### config.mk
export PLATFORM = sky130hd
export DESIGN_NAME = mem_port_arbiter
export DESIGN_NICKNAME = d
export VERILOG_FILES = /design/src/rtl/mem_port_arbiter.sv
export SDC_FILE = /design/constraint.sdc
export NUM_CORES = 1
export LEC_CHECK = 0
export ABC_AREA = 1
export CORE_MARGIN = 1
export CORE_UTILIZATION = 22
export DETAILED_ROUTE_END_ITERATION = 16
export PLACE_DENSITY = 0.79
export SLEW_MARGIN = 20
export SYNTH_ARGS = -nofsm -noshare
export SYNTH_HDL_FRONTEND = slang
export SYNTH_SLANG_ARGS = --single-unit
### constraint.sdc
create_clock -name clk -period 1.36 [get_ports clk]
set_clock_uncertainty 0.15 [all_clocks]
set_input_delay 0.136 -clock clk [delete_from_list [all_inputs] [get_ports clk]]
set_output_delay 0.136 -clock clk [all_outputs]
set_load 0.02 [all_outputs]
### src/rtl/mem_port_arbiter.sv
// Purpose: shares one single-port synchronous-read memory between fetch (IF) and memory stage (DM).
// Latency: grant is combinational from req; read data returns MEM_LAT cycles after the grant.
// Backpressure: req is held until gnt; stall_fetch/stall_mem hold the pipeline while denied or awaiting data.
module mem_port_arbiter #(
    parameter int ADDR_W     = 16,
    parameter int DATA_W     = 16,
    parameter int MEM_LAT    = 2,
    parameter int STARVE_MAX = 4
) (
    input  logic              clk,
    input  logic              rst,
    input  logic              if_req,
    input  logic [ADDR_W-1:0] if_addr,
    output logic              if_gnt,
    output logic              if_rvalid,
    output logic [DATA_W-1:0] if_rdata,
    input  logic              dm_req,
    input  logic              dm_we,
    input  logic [ADDR_W-1:0] dm_addr,
    input  logic [DATA_W-1:0] dm_wdata,
    output logic              dm_gnt,
    output logic              dm_rvalid,
    output logic [DATA_W-1:0] dm_rdata,
    output logic              mem_en,
    output logic              mem_we,
    output logic [ADDR_W-1:0] mem_addr,
    output logic [DATA_W-1:0] mem_wdata,
    input  logic [DATA_W-1:0] mem_rdata,
    output logic              stall_fetch,
    output logic              stall_mem
);

    localparam int CNT_W = (MEM_LAT < 1) ? 1 : $clog2(MEM_LAT + 1);
    localparam int SW    = (STARVE_MAX < 1) ? 1 : $clog2(STARVE_MAX + 1);

    typedef enum logic {
        IDLE,
        RD_WAIT
    } state_t;

    state_t            state, state_nxt;
    logic [CNT_W-1:0]  cnt, cnt_nxt;
    logic              owner, owner_nxt;      // 1 = DM owns the outstanding read, 0 = IF
    logic [SW-1:0]     starve_cnt, starve_nxt;

    logic completion;
    logic window;
    logic if_force;

    // Register the FSM state, latency counter, owner tag and starvation counter.
    always_ff @(posedge clk) begin
        if (rst) begin
            state      <= IDLE;
            cnt        <= '0;
            owner      <= 1'b0;
            starve_cnt <= '0;
        end else begin
            state      <= state_nxt;
            cnt        <= cnt_nxt;
            owner      <= owner_nxt;
            starve_cnt <= starve_nxt;
        end
    end

    // Grant decision, memory mux, read-data routing, stalls and next-state logic.
    always_comb begin
        state_nxt   = state;
        cnt_nxt     = cnt;
        owner_nxt   = owner;
        starve_nxt  = starve_cnt;
        if_gnt      = 1'b0;
        dm_gnt      = 1'b0;
        mem_en      = 1'b0;
        mem_we      = 1'b0;
        mem_addr    = '0;
        mem_wdata   = '0;
        if_rvalid   = 1'b0;
        dm_rvalid   = 1'b0;
        if_rdata    = '0;
        dm_rdata    = '0;

        completion = (state == RD_WAIT) && (cnt == CNT_W'(1));
        // A new access may only start when the port is free or the pending read is retiring.
        window     = (state == IDLE) || completion;
        // A starved fetch overrides the normal DM-first priority.
        if_force   = (starve_cnt == SW'(STARVE_MAX));

        if (!rst && window) begin
            if (if_req && (!dm_req || if_force)) begin
                if_gnt = 1'b1;
            end else if (dm_req) begin
                dm_gnt = 1'b1;
            end
        end

        if (if_gnt) begin
            mem_en   = 1'b1;
            mem_addr = if_addr;
        end else if (dm_gnt) begin
            mem_en    = 1'b1;
            mem_we    = dm_we;
            mem_addr  = dm_addr;
            mem_wdata = dm_wdata;
        end

        if (!rst && completion) begin
            if (owner) begin
                dm_rvalid = 1'b1;
                dm_rdata  = mem_rdata;
            end else begin
                if_rvalid = 1'b1;
                if_rdata  = mem_rdata;
            end
        end

        stall_fetch = (if_req && !if_gnt) || ((state == RD_WAIT) && !owner && !if_rvalid);
        stall_mem   = (dm_req && !dm_gnt) || ((state == RD_WAIT) && owner && !dm_rvalid);

        // A read grant (re)loads the wait window; writes leave no transaction outstanding.
        if (if_gnt || (dm_gnt && !dm_we)) begin
            state_nxt = RD_WAIT;
            cnt_nxt   = CNT_W'(MEM_LAT);
            owner_nxt = dm_gnt;
        end else if (window) begin
            state_nxt = IDLE;
            cnt_nxt   = '0;
        end else begin
            cnt_nxt = cnt - CNT_W'(1);
        end

        if (if_req && !if_gnt) begin
            if (!if_force) begin
                starve_nxt = starve_cnt + SW'(1);
            end
        end else begin
            starve_nxt = '0;
        end
    end

endmodule

Yosys cells after proc, flatten, opt, wreduce, memory -nomap -nowiden. Index checks and enable logic that the tools add are counted.

Register bits: 7. Output and inout bits: 72. Logic and storage cells: 63.

Add/sub/neg operators: 2. Eq/ne operators: 2. Muxes and demuxes: 25. Bitwise operators: 2. Reduce and logical (&&, ||, !) cells: 27.

Operators with widths (number): 2-to-1 mux 16 bit (8); 2-to-1 mux 1 bit (15); logical AND 1 bit (11); logical NOT 1 bit (8); logical OR 1 bit (5); 2-to-1 mux 2 bit (2); adder 3 x 1 -> 3 bit (second input constant) (1); == test 3 bit (second input constant) (1); OR reduction 3 bit (1); == test 2 x 1 -> 1 bit (second input constant) (1); NOT 1 bit (2); nonzero test 2 bit (1); OR reduction 2 bit (1); subtractor 2 x 1 -> 2 bit (second input constant) (1).

Longest topological paths before layout. Gate-level depths: netlist of the first run.

Depth after elaboration: 9. Depth in mapped cells: 11.

Worst setup path before layout of the first run. No wires, ideal clock.

Path type: reg-to-output. Start point: reg cnt[1]. End point: out stall_mem. Arrival: 1462 ps. Data required time: 1074 ps. Slack: -388 ps. Cell stages (with the launch flop): 10. Buffers on the path: 0. Cell sequence: dfxtp_1 -> inv_1 -> ha_1 -> inv_1 -> nand2_2 -> nand2_2 -> nor2_4 -> nand2_4 -> inv_6 -> o21ai_0.

Cells in the longest elaborated chain, start to end: 8.

RTL lines: from (decl) (RTL line 42) `logic [CNT_W-1:0] cnt, cnt_nxt;`; from (signal assigned) (RTL line 59) `cnt <= cnt_nxt;`; == test 2 x 1 -> 1 bit * (RTL line 82) `completion = (state == RD_WAIT) && (cnt == CNT_W'(1));`; logical AND 1 bit * (RTL line 82); logical OR 1 bit (RTL line 84) `window = (state == IDLE) || completion;`; logical AND 1 bit (RTL line 88) `if (!rst && window) begin`; 2-to-1 mux 1 bit (RTL line 88); logical NOT 1 bit (RTL line 117) `stall_mem = (dm_req && !dm_gnt) || ((state == RD_WAIT) && owner && !dm_rvalid);`; logical AND 1 bit (RTL line 117); logical OR 1 bit * (RTL line 117); to (decl) (RTL line 30) `output logic stall_mem`.

Mark *: on every way between the ends. The rest lies on a longest branch, timed or not.

Final worst setup path of the first run.
Start point: reg cnt[0]. End point: out if_rdata[4].

Cells in the longest elaborated chain, start to end: 4.

RTL lines: == test 2 x 1 -> 1 bit (RTL line 82); logical AND 1 bit (RTL line 82); logical AND 1 bit (RTL line 106) `if (!rst && completion) begin`; 2-to-1 mux 16 bit (RTL line 106); to (decl) (RTL line 16) `output logic [DATA_W-1:0] if_rdata,`.

No other way between the ends.

==> impl_metrics.json, run 1 <==
{
  "whs_path_depth": 2,
  "initial_utilization_pct": 23.7,
  "dr.pass1.iters": 4,
  "timing.hold.ws_ns": 0.386,
  "clk_pin_slew_ns": 0.04,
  "drc": 0,
  "cp.arrival_ns": 1.65,
  "final_common_cell": "clkdlybuf4s50_1",
  "slew_violations": 0,
  "clock-sinks": 7,
  "violations": "negative setup slack",
  "sw_frac_of_total_pct": 38.3,
  "slowest_delay_ns": 0.35,
  "setup_tns_ns": -36.91,
  "grt_max_degree": 18,
  "synth_top_area_share_pct": 20.3,
  "grt_pass1_wl_um": 7380,
  "fp.dieW_um": 68.8,
  "nets": 452,
  "final_cell_mix": "clkdlybuf4s50_1 (68), buf_6 (64), nor2_4 (47), buf_4 (45), inv_1 (37)",
  "first_iter_violations": 50,
  "syn_avg_cell_area_um2": 5.12,
  "clockBufferDepth": 2,
  "powerDensity_nw_per_um2": 423,
  "syn_area_um2": 982,
  "grt_util_all_layers_pct": 20.8,
  "ys_seq_area_share_pct": 14.3,
  "end_kind": "primary output",
  "synth_seq_cells": 7,
  "port_buffers": 140,
  "cp_max_fo": 8,
  "vdd_drop_max_uv": 374,
  "yosysWarnings": 0,
  "synth.distinct_cells": 21,
  "p_sw_w": 0.000581,
  "timing.final.ws_setup_ns": -0.572,
  "drive_gt1_share_pct": 62.8,
  "final_area_um2": 3580,
  "grt_antenna_before_repair": 0,
  "fp.coreArea_um2": 4140,
  "crit_slowest_cell": "dfxtp_2",
  "top_level_ports": 141,
  "status": "complete, but fails checks",
  "diodes": 0,
  "drt-total-wl_um": 6160,
  "vias": 1913,
  "ant_nets": 0,
  "h-tree-depth": 1,
  "slew_headroom_pct": 81.6,
  "finalSetupViolCount": 78,
  "p_int_w": 0.000935,
  "via_per_inst": 4.46,
  "cts_root_buffer": "clkbuf_8",
  "synth_nets": 264,
  "maxCapViolCount": 0,
  "wl_per_cell_um": 14.4,
  "p_leak_nw": 1.66,
  "hold_violations": 0,
  "cts_buffers": 3,
  "hp-class": "in -> reg",
  "hpwlAfterDp_um": 3640,
  "crit_required_ns": 1.07,
  "areaGrowthSynthToFinish_pct": 265,
  "synth.largest_area_cell": "nor2_1",
  "grt_remaining_overflow": 0,
  "core.rowCount": 23,
  "path_cells": "ha_4 > buf_4 > nand3_4 > nor2_4 > buf_12 > inv_6 > buf_4 > nor2_4 > buf_6",
  "postPlaceCellArea_um2": 2900,
  "max_freq_mhz": 518,
  "ys_top_cells_by_area": "nor2_1 (20%), nand2_1 (19%), inv_1 (16%), dfxtp_1 (14%), nand2_2 (4.5%)",
  "pwr-share-seq_pct": 16.2,
  "cts_tree": "built",
  "crit_type": "reg -> out",
  "rsz0062_at_grt": "yes",
  "combPwrFrac_pct": 64.0,
  "gp_congestion": 0.776,
  "clkPwrFrac_pct": 19.9,
  "netlist_instances": 192,
  "r2r_cells": 11,
  "die_h_um": 68.8,
  "post-route-period-util_pct": 142,
  "grt_pass1_vias": 1782,
  "clk-insertion-delay-late_ns": 0.23,
  "start_kind": "flip-flop",
  "worst_slew_pin_slew_ns": 0.273,
  "dieArea_um2": 4740,
  "fin_crit_ns": 1.93,
  "power_w": 0.00152
}
per-layer routing:
layer / vias up / part of all wire [%] / GRT usage [%]
met5: - / 0 / 0
met4: 0 / 2.7 / 4.59
met3: 16 / 9.5 / 5.92
met2: 115 / 56 / 44.2
met1: 859 / 32 / 18.8
li1: 923 / - / -
logic make-up (layout without fill, tap and decap cells):
kind of cell	Yosys count	after routing	share of synthesized area, %
AOI/OAI and AO/OA	6	6	3.31
DFF	7	7	14.3
xor gates and xnor gates	1	1	0.892
adders and majority gates	3	3	3.82
and+or+nand+nor	124	124	53.8
buffers and inverters	51	238	23.9
repair_timing:
| action | CTS | global route |
|---|---|---|
| pin swaps | 3 | 4 |
| endpoints found under the hold margin | 0 | 0 |
| gates cloned | 5 | 0 |
| hold buffers | 0 | 0 |
| buffers inserted | 17 | 9 |
| setup endpoints to repair | 78 | 78 |
| gates resized for setup | 450 | 51 |
area by class of cell:
cell class	instances	area [um2]
fillers	230	559
well taps	50	62.6
repair buffers	184	1890
inverters	46	203
multi-input cells	134	1200
repair inverters	4	40.0
clock buffers	4	45.0
flip-flops and latches	7	145
power by group through the flow:
| stage | Combinational, W | Clock [W] | Sequential [W] |
|---|---|---|---|
| 2_1_floorplan | 0.000367 | 0 | 0.000240 |
| 3_3_place_gp | 0.000769 | 0 | 0.000240 |
| 3_5_place_dp | 0.000780 | 0 | 0.000241 |
| 4_1_cts | 0.000897 | 0.000298 | 0.000244 |
| 5_1_grt | 0.00103 | 0.000320 | 0.000246 |
| 6_report | 0.000970 | 0.000301 | 0.000245 |
synthesized netlist by cell type:
library cell,number
nor2_1,53
nand2_1,50
inv_1,42
dfxtp_1,7
nand2_2,7
nand3_1,7
ha_1,3
inv_2,3
o21ai_0,3
a21oi_1,2
buf_4,2
buf_6,2
nor2_2,2
nor2_4,2
buf_12,1
inv_6,1
nand2_4,1
nand3_2,1
nand4_1,1
o21bai_1,1
xor2_1,1
path summary, 6_finish.rpt:
check / slack, ns / to / start
worst max-delay path: -0.57 / if_rdata[4] / cnt[0]
worst min-delay path: 0.39 / owner / rst
worst max register to register: -0.24 / starve_cnt[2] / starve_cnt[1]
worst min register to register: 0.40 / cnt[0] / cnt[0]
registers in the layout, indices dropped and copies added (netlist names):
name / cells
starve_cnt: 3
owner: 1
cnt: 2
state: 1
critical path: cells and delay by family, from the launching register on:
kind	cells	cell delay [ns]
flops	1	0.35
buf+inv	5	0.56
fa+ha+maj	1	0.15
simple gates	3	0.35
per-stage QoR:
stage | utilization [%] | setup WS [ns] | cells
floorplan | - | -0.237 | 192
global placement | 70.0 | -0.856 | 394
detailed placement | 70.0 | -0.896 | 394
CTS | 79.9 | -0.539 | 420
global route | 86.5 | -0.646 | 429
finish | 86.5 | -0.572 | 429
(Power assumes the default switching activity.)
==> run 2: changes to the inputs <==
--- a/config.mk
+++ b/config.mk
@@ -6,6 +6,7 @@
 export NUM_CORES = 1
 export LEC_CHECK = 0
 export ABC_AREA = 1
+export CORE_ASPECT_RATIO = 2
 export CORE_MARGIN = 1
 export CORE_UTILIZATION = 22
 export DETAILED_ROUTE_END_ITERATION = 16
==> run 2 against run 1 <==
Effect of this change:
- the run still ends with negative setup slack left
- routed wire length decreased by 6.8%
- register-to-register slack about the same
- combinational power increased by 0.9%
- utilization decreased by 4.6 points
- via count decreased by 2.2%
- sequential share of layout area about the same
- non-clock buffer count decreased by 7
- power decreased by 0.11%
- final cell count decreased by 0.93%
- critical endpoint is now if_rdata[14]
==> impl_metrics.json, run 2 (synthesis results as in run 1) <==
{
  "grt_remaining_overflow": 0,
  "grt_max_degree": 18,
  "die_h_um": 96.5,
  "cp_common_cell": "nor2_4",
  "areaGrowthSynthToFinish_pct": 258,
  "clock-sinks": 7,
  "power_w": 0.00151,
  "drc": 0,
  "final_cell_mix": "clkdlybuf4s50_1 (68), buf_6 (66), nor2_4 (42), inv_1 (38), buf_4 (35)",
  "final_common_cell": "clkdlybuf4s50_1",
  "cts_root_buffer": "clkbuf_8",
  "cts_buffers": 3,
  "ant_nets": 0,
  "p_leak_nw": 1.67,
  "violations": "negative setup slack",
  "grt_pass1_wl_um": 7960,
  "post-route-period-util_pct": 143,
  "end_kind": "primary output",
  "fp.coreArea_um2": 4300,
  "grt_pass1_vias": 1765,
  "grt_util_all_layers_pct": 21.5,
  "regMostFlops": "starve_cnt",
  "rsz0062_at_grt": "yes",
  "timing.final.ws_setup_ns": -0.584,
  "fill_cells": 271,
  "cp_max_fo": 5,
  "nets": 444,
  "slew_violations": 0,
  "drt-total-wl_um": 5740,
  "slowest_delay_ns": 0.29,
  "fp.dieW_um": 49.2,
  "top_regs": "starve_cnt: 3 flops, cnt: 2 flops",
  "cp.arrival_ns": 1.66,
  "cts_hold_buf": 0,
  "vdd_drop_max_uv": 696,
  "max_freq_mhz": 515,
  "powerDensity_nw_per_um2": 430,
  "crit_type": "reg -> out",
  "path_cells": "inv_1 > ha_2 > buf_4 > nand3_4 > nor2_4 > clkinv_4 > clkbuf_16 > nor2_4 > buf_6",
  "hold_violations": 0,
  "gp_congestion": 0.807,
  "dr.pass1.iters": 4,
  "vias": 1871,
  "first_iter_violations": 22,
  "hp-class": "reg -> reg",
  "fin_crit_ns": 1.94,
  "maxCapViolCount": 0,
  "critPathBufInv": 5,
  "core.rowCount": 34,
  "preCtsSetupSlack_ns": -0.899,
  "dieArea_um2": 4750,
  "top_level_ports": 141,
  "start_kind": "flip-flop",
  "initial_utilization_pct": 22.9,
  "port_buffers": 140,
  "via_per_inst": 4.40,
  "h-tree-depth": 1,
  "postPlaceCellArea_um2": 2940,
  "status": "complete, but fails checks",
  "finalSetupViolCount": 78,
  "crit_slowest_cell": "dfxtp_1",
  "largest_reg_flops": 3,
  "hpwlAfterDp_um": 3820,
  "clk-insertion-delay-late_ns": 0.23,
  "clk_pin_slew_ns": 0.04,
  "slew_headroom_pct": 84.1,
  "worst_slew_pin_slew_ns": 0.238,
  "cts_tree": "built",
  "final_area_um2": 3520,
  "grt_antenna_before_repair": 0,
  "crit_family": "buffers and inverters",
  "crit_required_ns": 1.07,
  "drive_gt1_share_pct": 60.9,
  "diodes": 0,
  "clockBufferDepth": 2,
  "wl_per_cell_um": 13.5
}
## run 2: worst paths after layout
path | start | end | slack (ns) | depth (start not counted)
worst min-delay path | cnt[0] | cnt[0] | 0.27 | 1
worst max register to register | cnt[1] | owner | -0.25 | 11
worst min register to register | cnt[0] | cnt[0] | 0.27 | 1
worst max-delay path | cnt[1] | if_rdata[14] | -0.58 | 9
## run 2: area by class of cell
class	count	area (um2)	area share, %
clock buffer	3	41.3	1.17
multi-input combinational	134	1160	32.9
clock inverter	1	5.00	0.142
tap	54	67.6	1.92
timing repair inverter	3	28.8	0.818
timing repair buffer	177	1880	53.4
sequential	7	143	4.05
inverter	46	195	5.55
## run 2: per-stage QoR
stage	instances	hold WS, ns	util [%]	TNS, ns
2_1_floorplan	192	0.0551	-	-11.58
3_3_place_gp	401	0.260	68.5	-56.33
3_5_place_dp	401	0.263	68.5	-59.02
4_1_cts	421	0.270	78.8	-35.93
5_1_grt	425	0.300	81.9	-46.15
6_report	425	0.271	81.9	-38.04
## run 2: repair_timing
| item | in CTS | in global routing |
|---|---|---|
| resized for setup | 468 | 21 |
| gates cloned | 6 | 1 |
| pin swaps | 3 | 1 |
| hold endpoints to repair | 0 | 0 |
| buffers inserted | 10 | 3 |
| endpoints found under the setup margin | 78 | 78 |
## run 2: routing by layer
| layer | global-route usage [%] | wire length [um] | vias up |
|---|---|---|---|
| met5 | 0 | 0 | - |
| met4 | 2.21 | 14 | 0 |
| met3 | 5.48 | 581 | 2 |
| met2 | 44.1 | 3240 | 119 |
| met1 | 21.5 | 1910 | 845 |
| li1 | - | - | 905 |
## run 2: report_power, final
group / total [W] / leakage (nW) / internal [W] / switching, W
clock: 0.000296 / 0.0255 / 0.000199 / 0.0000967
combinational: 0.000979 / 1.58 / 0.000529 / 0.000450
sequential: 0.000239 / 0.0582 / 0.000224 / 0.0000156
total: 0.00151 / 1.67 / 0.000952 / 0.000562
